==> src/rtl/vector_acc_ctrl.sv <==
// Sequencer for the unsigned vector accumulator: frames samples into vectors,
// issues new_acc per integration and gates the accumulator dump stream.
module vector_acc_ctrl #(
    parameter int DIN_WIDTH  = 32,
    parameter int DOUT_WIDTH = 64,
    parameter int VECTOR_LEN = 64,
    parameter int LEN_WIDTH  = 16
) (
    input  logic                  clk,
    input  logic                  rst,
    input  logic                  enable,
    input  logic [LEN_WIDTH-1:0]  acc_len,
    input  logic                  acc_len_valid,
    input  logic [DIN_WIDTH-1:0]  din,
    input  logic                  din_valid,
    input  logic                  sync_in,
    output logic [DIN_WIDTH-1:0]  acc_din,
    output logic                  acc_din_valid,
    output logic                  acc_new,
    input  logic [DOUT_WIDTH-1:0] acc_dout,
    input  logic                  acc_dout_valid,
    output logic [DOUT_WIDTH-1:0] dout,
    output logic                  dout_valid,
    output logic                  dout_last,
    output logic [LEN_WIDTH-1:0]  integ_count,
    output logic                  busy,
    output logic                  sync_err
);

    localparam int CNT_W = $clog2(VECTOR_LEN);
    localparam logic [CNT_W-1:0] LAST_IDX = CNT_W'(VECTOR_LEN - 1);

    typedef enum logic [1:0] {
        IDLE      = 2'd0,
        WAIT_SYNC = 2'd1,
        RUN       = 2'd2
    } state_t;

    state_t                state_q, state_d;
    logic [LEN_WIDTH-1:0]  acc_len_sh_q, acc_len_sh_d;
    logic [LEN_WIDTH-1:0]  acc_len_r_q, acc_len_r_d;
    logic [CNT_W-1:0]      sample_cnt_q, sample_cnt_d;
    logic [LEN_WIDTH-1:0]  vec_cnt_q, vec_cnt_d;
    logic                  first_dump_q, first_dump_d;
    logic                  skip_q, skip_d;
    logic [CNT_W-1:0]      out_cnt_q, out_cnt_d;
    logic [LEN_WIDTH-1:0]  integ_count_q, integ_count_d;
    logic                  sync_err_q, sync_err_d;
    logic [DIN_WIDTH-1:0]  acc_din_q, acc_din_d;
    logic                  acc_din_valid_q, acc_din_valid_d;
    logic                  acc_new_q, acc_new_d;
    logic [DOUT_WIDTH-1:0] dout_q, dout_d;
    logic                  dout_valid_q, dout_valid_d;
    logic                  dout_last_q, dout_last_d;

    logic boundary;
    logic first_set;
    logic first_clr;
    logic dump_skip;

    always_comb begin
        state_d         = state_q;
        acc_len_sh_d    = acc_len_sh_q;
        acc_len_r_d     = acc_len_r_q;
        sample_cnt_d    = sample_cnt_q;
        vec_cnt_d       = vec_cnt_q;
        sync_err_d      = sync_err_q;
        acc_din_d       = acc_din_q;
        acc_din_valid_d = 1'b0;
        acc_new_d       = 1'b0;
        first_set       = 1'b0;
        boundary        = (sample_cnt_q == LAST_IDX) &&
                          (vec_cnt_q == acc_len_r_q - LEN_WIDTH'(1));

        if (acc_len_valid) begin
            acc_len_sh_d = (acc_len == '0) ? LEN_WIDTH'(1) : acc_len;
        end

        case (state_q)
            IDLE: begin
                if (enable) begin
                    state_d = WAIT_SYNC;
                end
            end
            WAIT_SYNC: begin
                if (!enable) begin
                    state_d = IDLE;
                end else if (din_valid && sync_in) begin
                    state_d         = RUN;
                    acc_din_d       = din;
                    acc_din_valid_d = 1'b1;
                    acc_new_d       = 1'b1;
                    sample_cnt_d    = CNT_W'(1);
                    vec_cnt_d       = '0;
                    acc_len_r_d     = acc_len_sh_q;
                    first_set       = 1'b1;
                end
            end
            RUN: begin
                if (din_valid) begin
                    acc_din_d       = din;
                    acc_din_valid_d = 1'b1;
                    if (sync_in && (sample_cnt_q != '0)) begin
                        // Misaligned sync: restart framing on this sample
                        sync_err_d   = 1'b1;
                        acc_new_d    = 1'b1;
                        sample_cnt_d = CNT_W'(1);
                        vec_cnt_d    = '0;
                        first_set    = 1'b1;
                    end else begin
                        acc_new_d    = (sample_cnt_q == '0) && (vec_cnt_q == '0);
                        sample_cnt_d = sample_cnt_q + CNT_W'(1);
                        if (boundary) begin
                            vec_cnt_d   = '0;
                            acc_len_r_d = acc_len_sh_q;
                            if (!enable) begin
                                state_d = IDLE;
                            end
                        end else if (sample_cnt_q == LAST_IDX) begin
                            vec_cnt_d = vec_cnt_q + LEN_WIDTH'(1);
                        end
                    end
                end
            end
            default: state_d = IDLE;
        endcase

        // Suppression is decided on the first beat and held for the whole dump,
        // so a first_dump raised mid-dump only affects the following dump.
        dump_skip     = (out_cnt_q == '0) ? first_dump_q : skip_q;
        skip_d        = skip_q;
        out_cnt_d     = out_cnt_q;
        first_clr     = 1'b0;
        dout_d        = acc_dout;
        dout_valid_d  = acc_dout_valid && !dump_skip;
        dout_last_d   = dout_valid_d && (out_cnt_q == LAST_IDX);
        integ_count_d = integ_count_q;
        if (dout_last_d) begin
            integ_count_d = integ_count_q + LEN_WIDTH'(1);
        end
        if (acc_dout_valid) begin
            out_cnt_d = out_cnt_q + CNT_W'(1);
            skip_d    = dump_skip;
            if ((out_cnt_q == LAST_IDX) && dump_skip) begin
                first_clr = 1'b1;
            end
        end

        first_dump_d = first_dump_q;
        if (first_set) begin
            first_dump_d = 1'b1;
        end else if (first_clr) begin
            first_dump_d = 1'b0;
        end
    end

    always_ff @(posedge clk) begin
        if (rst) begin
            state_q         <= IDLE;
            acc_len_sh_q    <= LEN_WIDTH'(1);
            acc_len_r_q     <= LEN_WIDTH'(1);
            sample_cnt_q    <= '0;
            vec_cnt_q       <= '0;
            first_dump_q    <= 1'b1;
            skip_q          <= 1'b0;
            out_cnt_q       <= '0;
            integ_count_q   <= '0;
            sync_err_q      <= 1'b0;
            acc_din_q       <= '0;
            acc_din_valid_q <= 1'b0;
            acc_new_q       <= 1'b0;
            dout_q          <= '0;
            dout_valid_q    <= 1'b0;
            dout_last_q     <= 1'b0;
        end else begin
            state_q         <= state_d;
            acc_len_sh_q    <= acc_len_sh_d;
            acc_len_r_q     <= acc_len_r_d;
            sample_cnt_q    <= sample_cnt_d;
            vec_cnt_q       <= vec_cnt_d;
            first_dump_q    <= first_dump_d;
            skip_q          <= skip_d;
            out_cnt_q       <= out_cnt_d;
            integ_count_q   <= integ_count_d;
            sync_err_q      <= sync_err_d;
            acc_din_q       <= acc_din_d;
            acc_din_valid_q <= acc_din_valid_d;
            acc_new_q       <= acc_new_d;
            dout_q          <= dout_d;
            dout_valid_q    <= dout_valid_d;
            dout_last_q     <= dout_last_d;
        end
    end

    assign acc_din       = acc_din_q;
    assign acc_din_valid = acc_din_valid_q;
    assign acc_new       = acc_new_q;
    assign dout          = dout_q;
    assign dout_valid    = dout_valid_q;
    assign dout_last     = dout_last_q;
    assign integ_count   = integ_count_q;
    assign busy          = (state_q == RUN);
    assign sync_err      = sync_err_q;

endmodule

==> config.mk <==
export PLATFORM = sky130hd
export DESIGN_NAME = vector_acc_ctrl
export DESIGN_NICKNAME = d
export VERILOG_FILES = /design/src/rtl/vector_acc_ctrl.sv
export SDC_FILE = /design/constraint.sdc
export NUM_CORES = 1
export LEC_CHECK = 0
export ABC_AREA = 1
export CAP_MARGIN = 30
export CORE_AREA = 3 3 103 178
export CTS_CLUSTER_DIAMETER = 100
export DETAILED_ROUTE_END_ITERATION = 8
export DIE_AREA = 0 0 106 181
export PLACE_DENSITY = 0.78
export SLEW_MARGIN = 20
export SYNTH_ARGS = -nofsm -noshare
export SYNTH_HDL_FRONTEND = slang
export SYNTH_SLANG_ARGS = --single-unit
==> constraint.sdc <==
create_clock -name clk -period 2.21 [get_ports clk]
set_input_delay 0.3315 -clock clk [delete_from_list [all_inputs] [get_ports clk]]
set_output_delay 0.3315 -clock clk [all_outputs]
set_load 0.01 [all_outputs]
# After elaboration in Yosys (flattened, before gate mapping)
# Index checks and enable logic that the tools add are counted.
[totals]
ff_bits = 181
output_inout_bits = 118
word_cells = 100
[op_classes]
n_addsub = 5
n_eq_ne = 14
n_mux = 44
n_reduce_logical = 21
[ops]
columns = ["cell", "count"]
rows = [
  ["2-to-1 mux 16 bit", 12],
  ["2-to-1 mux 32 bit", 3],
  ["case mux 16 bit (2 select lines)", 2],
  ["case mux 32 bit (2 select lines)", 1],
  ["adder 16 x 1 -> 16 bit, second input constant", 2],
  ["zero test 16 bit", 2],
  ["2-to-1 mux 6 bit", 4],
  ["equality test 16 bit", 1],
  ["subtractor 16 x 1 -> 16 bit, second input constant", 1],
  ["2-to-1 mux 2 bit", 7],
  ["adder 6 x 1 -> 6 bit, second input constant", 2],
  ["equality test 6 bit, second input constant", 2],
  ["zero test 6 bit", 2],
  ["!= test 2 bit, second input constant", 6],
  ["case mux 6 bit (2 select lines)", 1],
  ["AND reduction 6 bit", 2],
  ["2-to-1 mux 1 bit", 10],
  ["logical AND 1 bit", 7],
  ["case mux 1 bit (2 select lines)", 3],
  ["case mux 2 bit (3 select lines)", 1],
  ["nonzero test 6 bit", 1],
  ["AND reduction 5 bit", 1],
  ["!= test 4 x 1 -> 1 bit, second input constant", 1],
  ["AND reduction 4 bit", 1],
  ["9 further kinds", 9],
]

# Logic depth before layout (Yosys ltp)
# Gate-level depths: netlist of the first run.
[logic_depth]
word_depth = 7
mapped_depth = 16
mapped_depth_nobuf = 15

# Least setup slack after synthesis of the first run
# No wires, ideal clock.
[synth_timing]
path_type = "reg-to-reg"
startpoint = "reg state_q[0]"
endpoint = "reg acc_len_r_q[0]"
setup_time_ns = 0.133
arrival_ns = 1.940
required_time_ns = 2.077
path_slack_ns = 0.136
path_stages_with_launch = 15
n_path_buf = 2
period_less_slack_ns = 2.074
path_cell_list = "dfxtp_1 inv_1 ha_1 buf_6 inv_1 o22ai_1 inv_1 nand2_1 inv_2 o21ai_0 inv_1 clkbuf_1 nand2_1 nand2_1 nand3_1"
[synth_via]
elab_chain_cells = 3
[synth_rtl]
columns = ["item", "line", "rtl"]
rows = [
  ["start: declaration", "39", "state_t state_q, state_d;"],
  ["start signal: assignment", "176", "state_q <= state_d;"],
  ["equality test 2 bit (*)", "n/a", ""],
  ["via busy", "26", "output logic busy,"],
  ["!= test 2 bit (no line), or another cell as far along", "n/a", ""],
  ["AND reduction 6 bit (no line)", "n/a", ""],
  ["end signal: assignment", "178", "acc_len_r_q <= acc_len_r_d;"],
  ["end: declaration", "41", "logic [LEN_WIDTH-1:0] acc_len_r_q, acc_len_r_d;"],
]
# The timed path passes the listed nets; every way through them passes the cells marked *.
# A chain may end at the register's enable or synchronous reset.

# Worst setup path after layout of the first run
[layout_timing]
startpoint = "reg acc_len_r_q[1]"
endpoint = "reg acc_len_r_q[13]"
[layout_via]
elab_chain_cells = 5
[layout_rtl]
columns = ["item", "line", "rtl"]
rows = [
  ["subtractor 16 x 1 -> 16 bit", "73", "(vec_cnt_q == acc_len_r_q - LEN_WIDTH'(1));"],
  ["equality test 16 bit", "73", ""],
  ["logical AND 1 bit", "72", "boundary = (sample_cnt_q == LAST_IDX) &&"],
  ["!= test 2 x 1 -> 1 bit (no line)", "n/a", ""],
  ["AND reduction 6 bit (no line)", "n/a", ""],
]
# No other way between the ends.

==> results of run 1 <==
-- kinds of logic after synthesis --
logic type,synth area share
and+or+nand+nor,0.299
buffers and inverters,0.109
DFF,0.457
AOI/OAI and AO/OA,0.101
xor gates and xnor gates,0.0166
adders and majority gates,0.0174
-- worst max-delay path by stage --
stage	start	end	slack, ns	cells past startpoint
floorplan	state_q[0]	acc_len_r_q[0]	0.14	14
global placement	acc_dout_valid	integ_count[13]	0.1	12
detailed placement	acc_dout_valid	integ_count[13]	0.08	12
CTS	acc_len_r_q[1]	state_q[0]	0.09	14
global route	acc_len_r_q[5]	acc_len_r_q[13]	-0.12	13
finish	acc_len_r_q[1]	acc_len_r_q[13]	0.08	15
-- final cells by class --
cell class | count | area, sq um | area share
well taps | 227 | 284 | 0.0244
repair buffers | 282 | 2860 | 0.245
inverters | 170 | 638 | 0.0547
multi-input cells | 730 | 3620 | 0.310
flip-flops and latches | 181 | 3640 | 0.312
clock buffers | 20 | 457 | 0.0392
clock inverters | 12 | 166 | 0.0143
-- what timing repair did --
item / 4_1_cts / 5_1_grt
setup buffers: 0 / 9
setup endpoints to repair: 0 / 39
gates resized for setup: 0 / 62
hold buffers: 0 / 0
-- worst max-delay path, delay by kind of cell, from the launching register on --
kind	cells	cell delay, ns
adders and majority gates	1	0.18
DFF	1	0.34
buffers and inverters	3	0.40
AOI/OAI and AO/OA	1	0.21
and+or+nand+nor	10	0.88
-- stage by stage --
stage | cell area [sq um] | std cells | setup WS (ns)
5_1_grt | 11700 | 1622 | -0.122
6_report | 11700 | 1622 | 0.0834
3_5_place_dp | 10700 | 1575 | 0.0790
3_3_place_gp | 10700 | 1575 | 0.100
2_1_floorplan | 7920 | 1127 | 0.136
4_1_cts | 11300 | 1607 | 0.0853
-- sequential cells by signal (all words and copies together), names as in the netlist --
name           cells
skip_q             1
sync_err           1
acc_len_sh_q      16
state_q            2
acc_din           32
first_dump_q       1
dout_last          1
acc_len_r_q       16
acc_new            1
dout              64
out_cnt_q          6
vec_cnt_q         16
integ_count       16
dout_valid         1
sample_cnt_q       6
acc_din_valid      1
-- power by group --
group / leakage [nW] / internal (mW) / switching, mW
Sequential: 1.49 / 3.84 / 0.536
Combinational: 3.16 / 2.49 / 3.20
Clock: 0.304 / 1.87 / 1.32
-- per-layer routing --
metal / vias up / global-route usage / share of wire
li1: 4035 / - / -
met5: - / 0 / 0
met1: 3691 / 0.239 / 0.33
met4: 0 / 0.132 / 0.058
met3: 95 / 0.0854 / 0.082
met2: 327 / 0.473 / 0.53
-- synth_stat cells, types with 5 or more instances --
master	count	area [sq um]
sky130_fd_sc_hd__nand3_1	56	280
sky130_fd_sc_hd__nand4_1	26	163
sky130_fd_sc_hd__o21ai_0	64	320
sky130_fd_sc_hd__nor4_1	12	75.1
sky130_fd_sc_hd__inv_1	162	608
sky130_fd_sc_hd__clkbuf_1	34	128
sky130_fd_sc_hd__xor2_1	11	96.3
sky130_fd_sc_hd__buf_6	5	56.3
sky130_fd_sc_hd__nand2_1	165	619
sky130_fd_sc_hd__a21oi_1	69	345
sky130_fd_sc_hd__dfxtp_1	181	3620
sky130_fd_sc_hd__ha_1	11	138
sky130_fd_sc_hd__inv_2	7	26.3
sky130_fd_sc_hd__nor2_1	253	950
sky130_fd_sc_hd__nor2_2	9	56.3
sky130_fd_sc_hd__nor3_1	15	75.1
==> results.md, run 1 <==
STA:
- Of the available clock period, the critical path in the final layout requires 0.962.
- The worst pin sits at a relative slew slack of 0.616.
- The clock period minus worst slack is 2.13 ns.
- The count of endpoints failing hold in the final timing report is 0.
- Setup violations remaining at the end of the flow were counted as 0.
- The tightest hold path in the finished design has a slack of 0.264 ns.
- The number of pins with negative max-slew slack in the final report is 0.
- The final clock skew is 0.00814 ns.
- Based on the critical path, the design can be clocked at up to 470 MHz.
- At the pin with the least slew margin, the transition time is 0.571 ns.
- The final total negative setup slack is 0 ns.

Worst setup path:
- In this run the register-to-register setup slack is 0.08 ns.
- STA classifies the critical path endpoint as a flop.
- The critical path data required time is 2.53 ns.
- The critical path goes through inv_2 > ha_4 > nand2_4 > nor2_4 > nand3_2 > nand3_2 > nand2_1 > nor2_2 > nand3_2 > o21bai_4 > buf_12 > clkbuf_16 > nand3_2 > nand2_1 > nor2_1.
- The worst endpoint data arrival time is 2.45 ns.
- The type of the worst setup path is reg2reg.
- The capture point of the worst reg-to-reg path is acc_len_r_q[13].
- The cell that appears most often on the critical path is sky130_fd_sc_hd__nand3_2.
- On the worst path, the slowest cell contributes a delay of 0.34 ns.
- The worst register-to-register path begins at acc_len_r_q[1].
- STA classifies the critical path startpoint as a flop.
- The standard cell with the maximum stage delay on the critical path is sky130_fd_sc_hd__dfxtp_2.
- The logic depth of the worst register-to-register path is 15.
- Along the worst path, the maximum fanout reaches 6.

Die:
- The die extent in y is 181 um.
- The number of ports placed on the die boundary is 237.
- The horizontal extent of the die is 106 um.
- The die covers 0.0192 sq mm.
- For this configuration, the core starts out at a cell density of 0.465.
- In this run the standard cell core region covers 0.0170 sq mm.
- The placement row count is 63.

Global route:
- The global-route wire length before repair is 39100 um.
- Summed over all layers, the global routing overflow is 0.
- The via count of the first global-routing pass came to 7975.
- The overall routing resource usage is 0.253.
- The number of antenna violations at the first check in global routing was 0.
- The largest net degree at the start of global routing is 78.

Placed design:
- The placed wire-length estimate is 18200 um.
- The count of buffers added on input and output ports is 236.
- The final weighted congestion of routability-driven global placement is 0.988.

Finish:
- After filler insertion, the fill cell instance count of the layout stands at 1395.
- The top cell types in the final layout, fill and taps aside, are 244 x sky130_fd_sc_hd__nor2_1, 235 x sky130_fd_sc_hd__clkdlybuf4s50_1, 171 x sky130_fd_sc_hd__dfxtp_1.
- The share of cells above drive strength 1 is 0.111.
- Measured on the finished design, the core utilization comes to 0.685.
- The antenna diode count is 0.
- The signed area change from the synthesized netlist to the final layout is 47.2%.
- The number of nets in the layout is 1512.
- The most common cell after layout, fill and taps aside is sky130_fd_sc_hd__nor2_1.

Clocking:
- In this run, CTS created clock tree buffers numbering 17.
- The level count of the clock H-tree is 4.
- The number of buffers on the longest clock path is 2.
- At the later pin of the worst-skew pair, clock insertion delay measures 0.43 ns.
- The clock drives 181 sinks.
- The root buffer cell chosen for the clock tree is sky130_fd_sc_hd__clkbuf_16.
- After clock tree synthesis, the clock-pin slew on the worst setup and hold paths is 0.07 ns.
- The TritonCTS clock tree is done.

Logic synthesis:
- Synthesis produced a netlist with a net count of 1257.
- The netlist area before placement is 0.00792 sq mm.
- The instance count of the mapped netlist is 1127.
- The number of unique standard cell types used by synthesis is 40.
- The synthesized flop and latch total is 181.
- The warning count from the yosys run is 0.
- The number of enable flip-flop cells after synthesis is 0.
- Each instance of the synthesized netlist takes up on average 7.03 sq um.
- For this run, the register share of the synthesized area comes to 0.457.
- For this run, asynchronously set or reset flops after synthesis account for 0.
- For this run, the leading register cell type out of synthesis is sky130_fd_sc_hd__dfxtp_1.

Power and ir drop:
- Dividing total power by cell area gives a power density of 1140 mW/mm^2.
- The cell leakage power is 4.96 nW.
- Summing internal, switching and leakage power gives 13.3 mW.
- The largest voltage drop on the vdd net is 0.876 mV.

Routing:
- The average wire per cell in the routed design is 15.5 um.
- The count of nets left with antenna violations once routing finished came out at 0.
- The number of vias per cell is 5.02.
- In the routed design, unresolved DRC markers number 0.
- The routed layout has 8148 vias.
- The final wirelength is 25100 um.
- For this block, the initial DRC count from the detailed router was 411.
- The first detailed-routing pass took 5 iterations.

Min path:
- The origin of the worst min-delay path is rst.
- The worst min-delay path endpoint is dout_last.
- The number of cells on the worst hold path is 2.
- The path category of the worst min-delay check is in2reg.

Status:
- The run finished with clean final reports.

Run:
- The tool flagged a number of max-cap violations equal to 0.
Power figures use the tool's default switching activity.
==> run 2: changes to the inputs <==
==> constraint.sdc (replaced) <==
create_clock -name clk -period 2.1 [get_ports clk]
set_input_delay 0.315 -clock clk [delete_from_list [all_inputs] [get_ports clk]]
set_output_delay 0.315 -clock clk [all_outputs]
set_load 0.01 [all_outputs]
==> results.md, run 2 (same netlist as run 1, synthesis figures left out) <==
STA:
- The achievable clock frequency is 468 MHz (was 470 MHz).
- The clock period minus worst slack was 2.14 ns (was 2.13 ns).
- Setup repair after global routing could not meet its margin everywhere.
- The total setup violations reported at the end of the flow is 6 (was 0).
- The final total negative setup slack is -0.0844 ns (was 0 ns).
- The worst slew margin relative to its limit is 0.565 (was 0.616).
- The worst path setup slack after routing came to -0.0386 ns (was 0.0834 ns).
- The count of endpoints failing hold in the final timing report is 0 (unchanged).
- The final clock period utilization by the worst path was 1.02 (was 0.962).
- The number of pins with negative max-slew slack in the final report was 0 (unchanged).
- The final clock skew is 0.00828 ns (was 0.00814 ns).
- The worst slack on hold paths is 0.199 ns (was 0.264 ns).
- The slew of the pin with the lowest slew margin is 0.647 ns (was 0.571 ns).

Worst setup path:
- The endpoint of the most critical setup path is acc_len_r_q[10] (was acc_len_r_q[13]).
- The capture point of the worst reg-to-reg path is acc_len_r_q[10] (was acc_len_r_q[13]).
- The type of destination of the critical path is a flop (unchanged).
- The reg-to-reg critical path startpoint was acc_len_r_q[1] (unchanged).
- The startpoint kind of the worst setup timing path was a flop (unchanged).
- The logic depth of the worst register-to-register path is 14 (was 15).
- The worst setup slack for register-to-register paths was -0.04 ns (was 0.08 ns).
- The biggest fanout along the worst timing path is 9 (was 6).
- The critical path startpoint is acc_len_r_q[1] (unchanged).
- The worst endpoint data arrival time is 2.50 ns (was 2.45 ns).
- The type of the worst setup path is reg2reg (unchanged).
- The critical path data required time was 2.46 ns (was 2.53 ns).

Finish:
- The number of filler instances in the final layout is 1410 (was 1395).
- The number of nets in the layout came to 1521 (was 1512).
- The number of flip-flops under the largest register name is 64 (unchanged).
- Commonest non-fill, non-tap cells in the layout: 239 x sky130_fd_sc_hd__nor2_1, 235 x sky130_fd_sc_hd__clkdlybuf4s50_1, 166 x sky130_fd_sc_hd__dfxtp_1 (was 244 x sky130_fd_sc_hd__nor2_1, 235 x sky130_fd_sc_hd__clkdlybuf4s50_1, 171 x sky130_fd_sc_hd__dfxtp_1).
- The signed area change from the synthesized netlist to the final layout was 48.5% (was 47.2%).
- The most common cell after layout, fill and taps aside is sky130_fd_sc_hd__nor2_1 (unchanged).
- The share of cells above drive strength 1 is 0.132 (was 0.111).

Power and ir drop:
- The overall power consumption was 13.9 mW (was 13.3 mW).
- The power density over the cells is 1180 mW/mm^2 (was 1140 mW/mm^2).
- The cell leakage power is 4.99 nW (was 4.96 nW).
- The largest voltage drop on the vdd net is 0.854 mV (was 0.876 mV).

Clocking:
- The clock sink count was 181 (unchanged).
- The number of buffers on the longest clock path came to 2 (unchanged).
- The TritonCTS clock tree was done (unchanged).
- The root cell of the clock tree is sky130_fd_sc_hd__clkbuf_16 (unchanged).
- The hold-fix buffer count after cts is 0 (unchanged).
- The level count of the clock H-tree came to 4 (unchanged).
- The post-CTS clock slew at the launch and capture registers of the worst setup and hold paths came to 0.07 ns (about the same).
- The total clock buffers created by CTS is 17 (unchanged).
- The clock latency at the later pin of the worst-skew pair is 0.43 ns (about the same).

Global route:
- The global-route wire length before repair is 39700 um (was 39100 um).
- The via count of the first global-routing pass was 8111 (was 7975).
- The largest net degree at the start of global routing was 60 (was 78).
- The overall routing resource usage is 0.260 (was 0.253).
- The number of antenna violations at the first check in global routing is 1 (was 0).
- The final global-route overflow total came to 0 (unchanged).

Die:
- The die extent in y is 181 um (unchanged).
- The number of ports placed on the die boundary came to 237 (unchanged).
- The effective utilization at floorplan is 0.465 (unchanged).
- The area enclosed by the die boundary is 0.0192 sq mm (unchanged).
- The horizontal extent of the die was 106 um (unchanged).
- The placement row count is 63 (unchanged).
- The placeable core region is 0.0170 sq mm (unchanged).

Routing:
- The average wire per cell in the routed design is 15.8 um (was 15.5 um).
- The DRC violation total after the first TritonRoute iteration is 446 (was 411).
- The number of vias per cell is 5.05 (was 5.02).
- The detailed-routing iteration count for the pre-antenna-repair pass is 6 (was 5).
- The final wirelength came to 25700 um (was 25100 um).
- The count of vias placed by the detailed router came to 8236 (was 8148).
- The post-route DRC violation count came to 0 (unchanged).
- The post-detailed-route count of antenna-violating nets is 0 (unchanged).

Placed design:
- The count of input and output buffers is 236 (unchanged).
- The placed wire-length estimate is 18600 um (was 18200 um).
- The final weighted congestion of routability-driven global placement is 0.957 (was 0.988).

Min path:
- The path category of the worst min-delay check is in2reg (unchanged).

Run:
- The max-capacitance violation count is 0 (unchanged).

Status:
- Run status: finished, violations left (was completed).
- The final reports fail on setup timing.
-- run 2: cell count changes in the layout (fill, tap and decap cells not counted), moves of 5 or more --
cell	previous run	this run
sky130_fd_sc_hd__dfxtp_2	8	14
sky130_fd_sc_hd__dfxtp_1	171	166
sky130_fd_sc_hd__buf_4	34	44
sky130_fd_sc_hd__nor2_1	244	239
sky130_fd_sc_hd__nand3_1	44	39
sky130_fd_sc_hd__nand3_2	16	21
-- run 2: layout make-up --
cell class,count,area (sq um),area share
Sequential cell,181,3640,0.310
Clock buffer,21,470,0.0400
Clock inverter,11,92.6,0.00787
Inverter,170,641,0.0545
Antenna cell,1,2.50,0.000213
Timing Repair Buffer,291,2920,0.248
Multi-Input combinational cell,730,3710,0.315
Tap cell,227,284,0.0241
-- run 2: per-layer routing --
metal  up-vias  wire length (um)  track usage
li1       4065                 -            -
met1      3740              8170        0.236
met2       344             14100        0.498
met3        87              2280       0.0944
met4         0              1150        0.120
met5         -                 0            0
-- run 2: worst min-delay path by stage --
stage	end	startpoint	depth (start not counted)	slack, ns
floorplan	dout[0]	acc_dout[0]	2	0.42
global placement	sync_err	sync_err	2	0.44
detailed placement	sync_err	sync_err	2	0.46
CTS	dout[63]	rst	2	0.19
global route	out_cnt_q[1]	rst	2	0.20
finish	dout[63]	rst	2	0.20
-- run 2: critical path, stage by stage, from the launching register on --
cell,delay (ns)
sky130_fd_sc_hd__dfxtp_2,0.33
sky130_fd_sc_hd__inv_2,0.08
sky130_fd_sc_hd__ha_4,0.20
sky130_fd_sc_hd__nand2_4,0.07
sky130_fd_sc_hd__nor2_4,0.17
sky130_fd_sc_hd__nand3_2,0.12
sky130_fd_sc_hd__nand3_2,0.08
sky130_fd_sc_hd__nand2_1,0.06
sky130_fd_sc_hd__nor2_2,0.12
sky130_fd_sc_hd__nand3_2,0.09
sky130_fd_sc_hd__o21bai_4,0.21
sky130_fd_sc_hd__buf_12,0.16
sky130_fd_sc_hd__buf_6,0.16
sky130_fd_sc_hd__a21oi_1,0.09
sky130_fd_sc_hd__nor2_1,0.13
-- run 2: stage by stage --
stage,utilization,setup slack (ns),area (sq um),cells
2_1_floorplan,-,0.0264,7920,1127
3_3_place_gp,0.631,0.0264,10700,1588
3_5_place_dp,0.631,-0.0175,10700,1588
4_1_cts,0.664,0.0406,11300,1620
5_1_grt,0.691,-0.145,11800,1632
6_report,0.691,-0.0386,11800,1632
-- run 2: report_power, final --
group / total [mW] / internal, mW / switching [mW]
clock: 3.01 / 1.63 / 1.37
combinational: 6.32 / 2.79 / 3.53
sequential: 4.61 / 4.04 / 0.567
-- run 2: what timing repair did --
item	4_1_cts	5_1_grt
setup endpoints to repair	0	45
resized for setup	0	88
endpoints found under the hold margin	0	0
buffers inserted	0	6
==> run 3: changes to the inputs <==
==> constraint.sdc (replaced) <==
create_clock -name clk -period 2.15 [get_ports clk]
set_input_delay 0.3225 -clock clk [delete_from_list [all_inputs] [get_ports clk]]
set_output_delay 0.3225 -clock clk [all_outputs]
set_load 0.01 [all_outputs]
==> results.md, run 3 (same netlist as run 1, synthesis figures left out) <==
Global route:
- The number of antenna violations at the first check in global routing is 0 (was 1).
- The global-route wire length before repair is 38500 um (was 39700 um).
- The largest net degree at the start of global routing is 60 (unchanged).
- The via count of the first global-routing pass is 7867 (was 8111).
- The overall routing resource usage is 0.253 (was 0.260).
- The final global-route overflow total was 0 (unchanged).

Worst setup path:
- The type of the worst setup path is reg2reg (unchanged).
- The startpoint kind of the worst setup timing path is a flop (unchanged).
- The biggest fanout along the worst timing path was 9 (unchanged).
- The type of destination of the critical path is a flop (unchanged).
- The critical path data required time was 2.50 ns (was 2.46 ns).
- The worst endpoint data arrival time was 2.39 ns (was 2.50 ns).

Die:
- The placeable core region came to 0.0170 sq mm (unchanged).
- The area enclosed by the die boundary is 0.0192 sq mm (unchanged).
- The effective utilization at floorplan is 0.465 (unchanged).
- The horizontal extent of the die is 106 um (unchanged).
- The number of ports placed on the die boundary is 237 (unchanged).
- The placement row count is 63 (unchanged).
- The die extent in y is 181 um (unchanged).

Finish:
- The signed area change from the synthesized netlist to the final layout is 45.2% (was 48.5%).
- Commonest non-fill, non-tap cells in the layout: 243 x sky130_fd_sc_hd__nor2_1, 235 x sky130_fd_sc_hd__clkdlybuf4s50_1, 172 x sky130_fd_sc_hd__dfxtp_1 (was 239 x sky130_fd_sc_hd__nor2_1, 235 x sky130_fd_sc_hd__clkdlybuf4s50_1, 166 x sky130_fd_sc_hd__dfxtp_1).
- The design area came to 0.0115 sq mm (was 0.0118 sq mm).
- The number of flip-flops under the largest register name is 64 (unchanged).
- The antenna diode count is 0 (was 1).
- The final core utilization is 0.676 (was 0.691).
- The total area of multi-input combinational cells is 0.00354 sq mm (was 0.00371 sq mm).
- The share of cells above drive strength 1 is 0.0970 (was 0.132).
- The number of filler instances in the final layout is 1417 (was 1410).
- The number of nets in the layout was 1511 (was 1521).
- The most common cell after layout, fill and taps aside is sky130_fd_sc_hd__nor2_1 (unchanged).
- The area taken by flip-flops and latches is 0.00364 sq mm (about the same).

Routing:
- The final wirelength came to 24500 um (was 25700 um).
- The count of vias placed by the detailed router came to 8014 (was 8236).
- The DRC violation total after the first TritonRoute iteration is 407 (was 446).
- The average wire per cell in the routed design is 15.2 um (was 15.8 um).
- The detailed-routing iteration count for the pre-antenna-repair pass is 5 (was 6).
- The post-detailed-route count of antenna-violating nets is 0 (unchanged).
- The post-route DRC violation count is 0 (unchanged).
- The number of vias per cell is 4.95 (was 5.05).

STA:
- The number of pins with negative max-slew slack in the final report was 0 (unchanged).
- The total setup violations reported at the end of the flow is 0 (was 6).
- The worst slew margin relative to its limit is 0.599 (was 0.565).
- The count of endpoints failing hold in the final timing report came to 0 (unchanged).
- The final total negative setup slack was 0 ns (was -0.0844 ns).
- The achievable clock frequency is 490 MHz (was 468 MHz).
- The final clock skew came to 0.00820 ns (was 0.00828 ns).
- The final clock period utilization by the worst path came to 0.949 (was 1.02).
- The clock period minus worst slack was 2.04 ns (was 2.14 ns).
- The slew of the pin with the lowest slew margin was 0.601 ns (was 0.647 ns).
- The worst path setup slack after routing is 0.110 ns (was -0.0386 ns).

Status:
- Run status: completed (was finished, violations left).

Power and ir drop:
- The largest voltage drop on the vdd net is 0.857 mV (was 0.854 mV).
- The cell leakage power is 4.90 nW (was 4.99 nW).
- The overall power consumption is 13.2 mW (was 13.9 mW).
- The power density over the cells is 1150 mW/mm^2 (was 1180 mW/mm^2).

Placed design:
- The worst setup slack after placement is 0.00914 ns (was -0.0175 ns).
- The final weighted congestion of routability-driven global placement was 0.991 (was 0.957).
- The placed wire-length estimate was 18500 um (was 18600 um).
- The post-detailed-placement cell area is 0.0107 sq mm (about the same).
- The count of input and output buffers was 236 (unchanged).

Min path:
- The path category of the worst min-delay check is in2reg (unchanged).

Clocking:
- The level count of the clock H-tree is 4 (unchanged).
- The hold-fix buffer count after cts is 0 (unchanged).
- The number of buffers on the longest clock path is 2 (unchanged).
- The clock sink count is 181 (unchanged).
- The clock latency at the later pin of the worst-skew pair was 0.42 ns (was 0.43 ns).
- The total clock buffers created by CTS is 17 (unchanged).
- The root cell of the clock tree was sky130_fd_sc_hd__clkbuf_16 (unchanged).
- The post-CTS clock slew at the launch and capture registers of the worst setup and hold paths was 0.07 ns (about the same).
- The TritonCTS clock tree is done (unchanged).

Run:
- The max-capacitance violation count was 0 (unchanged).
==> run 3: cell count changes in the layout (fill, tap and decap cells not counted), moves of 4 or more <==
cell | before | now
sky130_fd_sc_hd__nand2_1 | 151 | 160
sky130_fd_sc_hd__dfxtp_2 | 14 | 8
sky130_fd_sc_hd__dfxtp_1 | 166 | 172
sky130_fd_sc_hd__buf_4 | 44 | 37
sky130_fd_sc_hd__nand3_1 | 39 | 53
sky130_fd_sc_hd__nand3_2 | 21 | 7
sky130_fd_sc_hd__nor2_1 | 239 | 243
sky130_fd_sc_hd__clkinvlp_4 | 1 | 6
sky130_fd_sc_hd__nand2_2 | 14 | 8
sky130_fd_sc_hd__clkinv_4 | 4 | 0
==> run 3: power breakdown <==
| group | switching (mW) | leakage (nW) | total, mW | internal (mW) |
|---|---|---|---|---|
| Combinational | 3.12 | 3.14 | 5.56 | 2.43 |
| Clock | 1.30 | 0.270 | 3.16 | 1.85 |
| Sequential | 0.533 | 1.49 | 4.47 | 3.94 |
| Total | 4.96 | 4.90 | 13.2 | 8.23 |
==> run 3: through the flow <==
step	hold WS (ns)	instances
after floorplan	0.429	1127
after global placement	0.440	1583
after detailed placement	0.447	1583
after CTS	0.196	1613
after global routing	0.221	1619
final	0.207	1619
==> run 3: worst paths after layout <==
check	slack [ns]	cells past startpoint	start	endpoint
setup / recovery	0.11	13	acc_len_r_q[6]	acc_len_r_q[12]
hold / removal	0.21	2	rst	dout[0]
setup reg to reg	0.11	13	acc_len_r_q[6]	acc_len_r_q[12]
hold reg to reg	0.45	2	sync_err	sync_err
==> run 3: area by class of cell <==
type / count / area share
Sequential cell: 181 / 0.316
Inverter: 170 / 0.0555
Tap cell: 227 / 0.0247
Timing Repair Buffer: 281 / 0.244
Multi-Input combinational cell: 730 / 0.308
Clock buffer: 19 / 0.0385
Clock inverter: 11 / 0.0133
==> run 3: what timing repair did <==
| item | 4_1_cts | 5_1_grt |
|---|---|---|
| buffers inserted | 0 | 1 |
| hold endpoints to repair | 0 | 0 |
| gates resized for setup | 0 | 41 |
| setup endpoints to repair | 0 | 44 |
==> run 3: layer usage <==
| layer | GRT usage | routed length, um | up-vias | share of wire |
|---|---|---|---|---|
| met1 | 0.239 | 8190 | 3565 | 0.33 |
| met3 | 0.0847 | 1960 | 90 | 0.080 |
| met2 | 0.474 | 13000 | 321 | 0.53 |
| met4 | 0.129 | 1430 | 0 | 0.058 |
| met5 | 0 | 0 | - | 0 |
| li1 | - | - | 4038 | - |
==> run 3: critical path, stage by stage, from the launching register on <==
cell,delay (ns)
sky130_fd_sc_hd__dfxtp_2,0.37
sky130_fd_sc_hd__nor2_2,0.18
sky130_fd_sc_hd__nand2_2,0.10
sky130_fd_sc_hd__nor2_4,0.20
sky130_fd_sc_hd__nand2_1,0.08
sky130_fd_sc_hd__nand2_1,0.11
sky130_fd_sc_hd__nand2_2,0.08
sky130_fd_sc_hd__nor2_4,0.08
sky130_fd_sc_hd__nand3_2,0.09
sky130_fd_sc_hd__o21bai_4,0.16
sky130_fd_sc_hd__buf_12,0.15
sky130_fd_sc_hd__clkbuf_16,0.15
sky130_fd_sc_hd__a21oi_1,0.06
sky130_fd_sc_hd__nor2_1,0.14
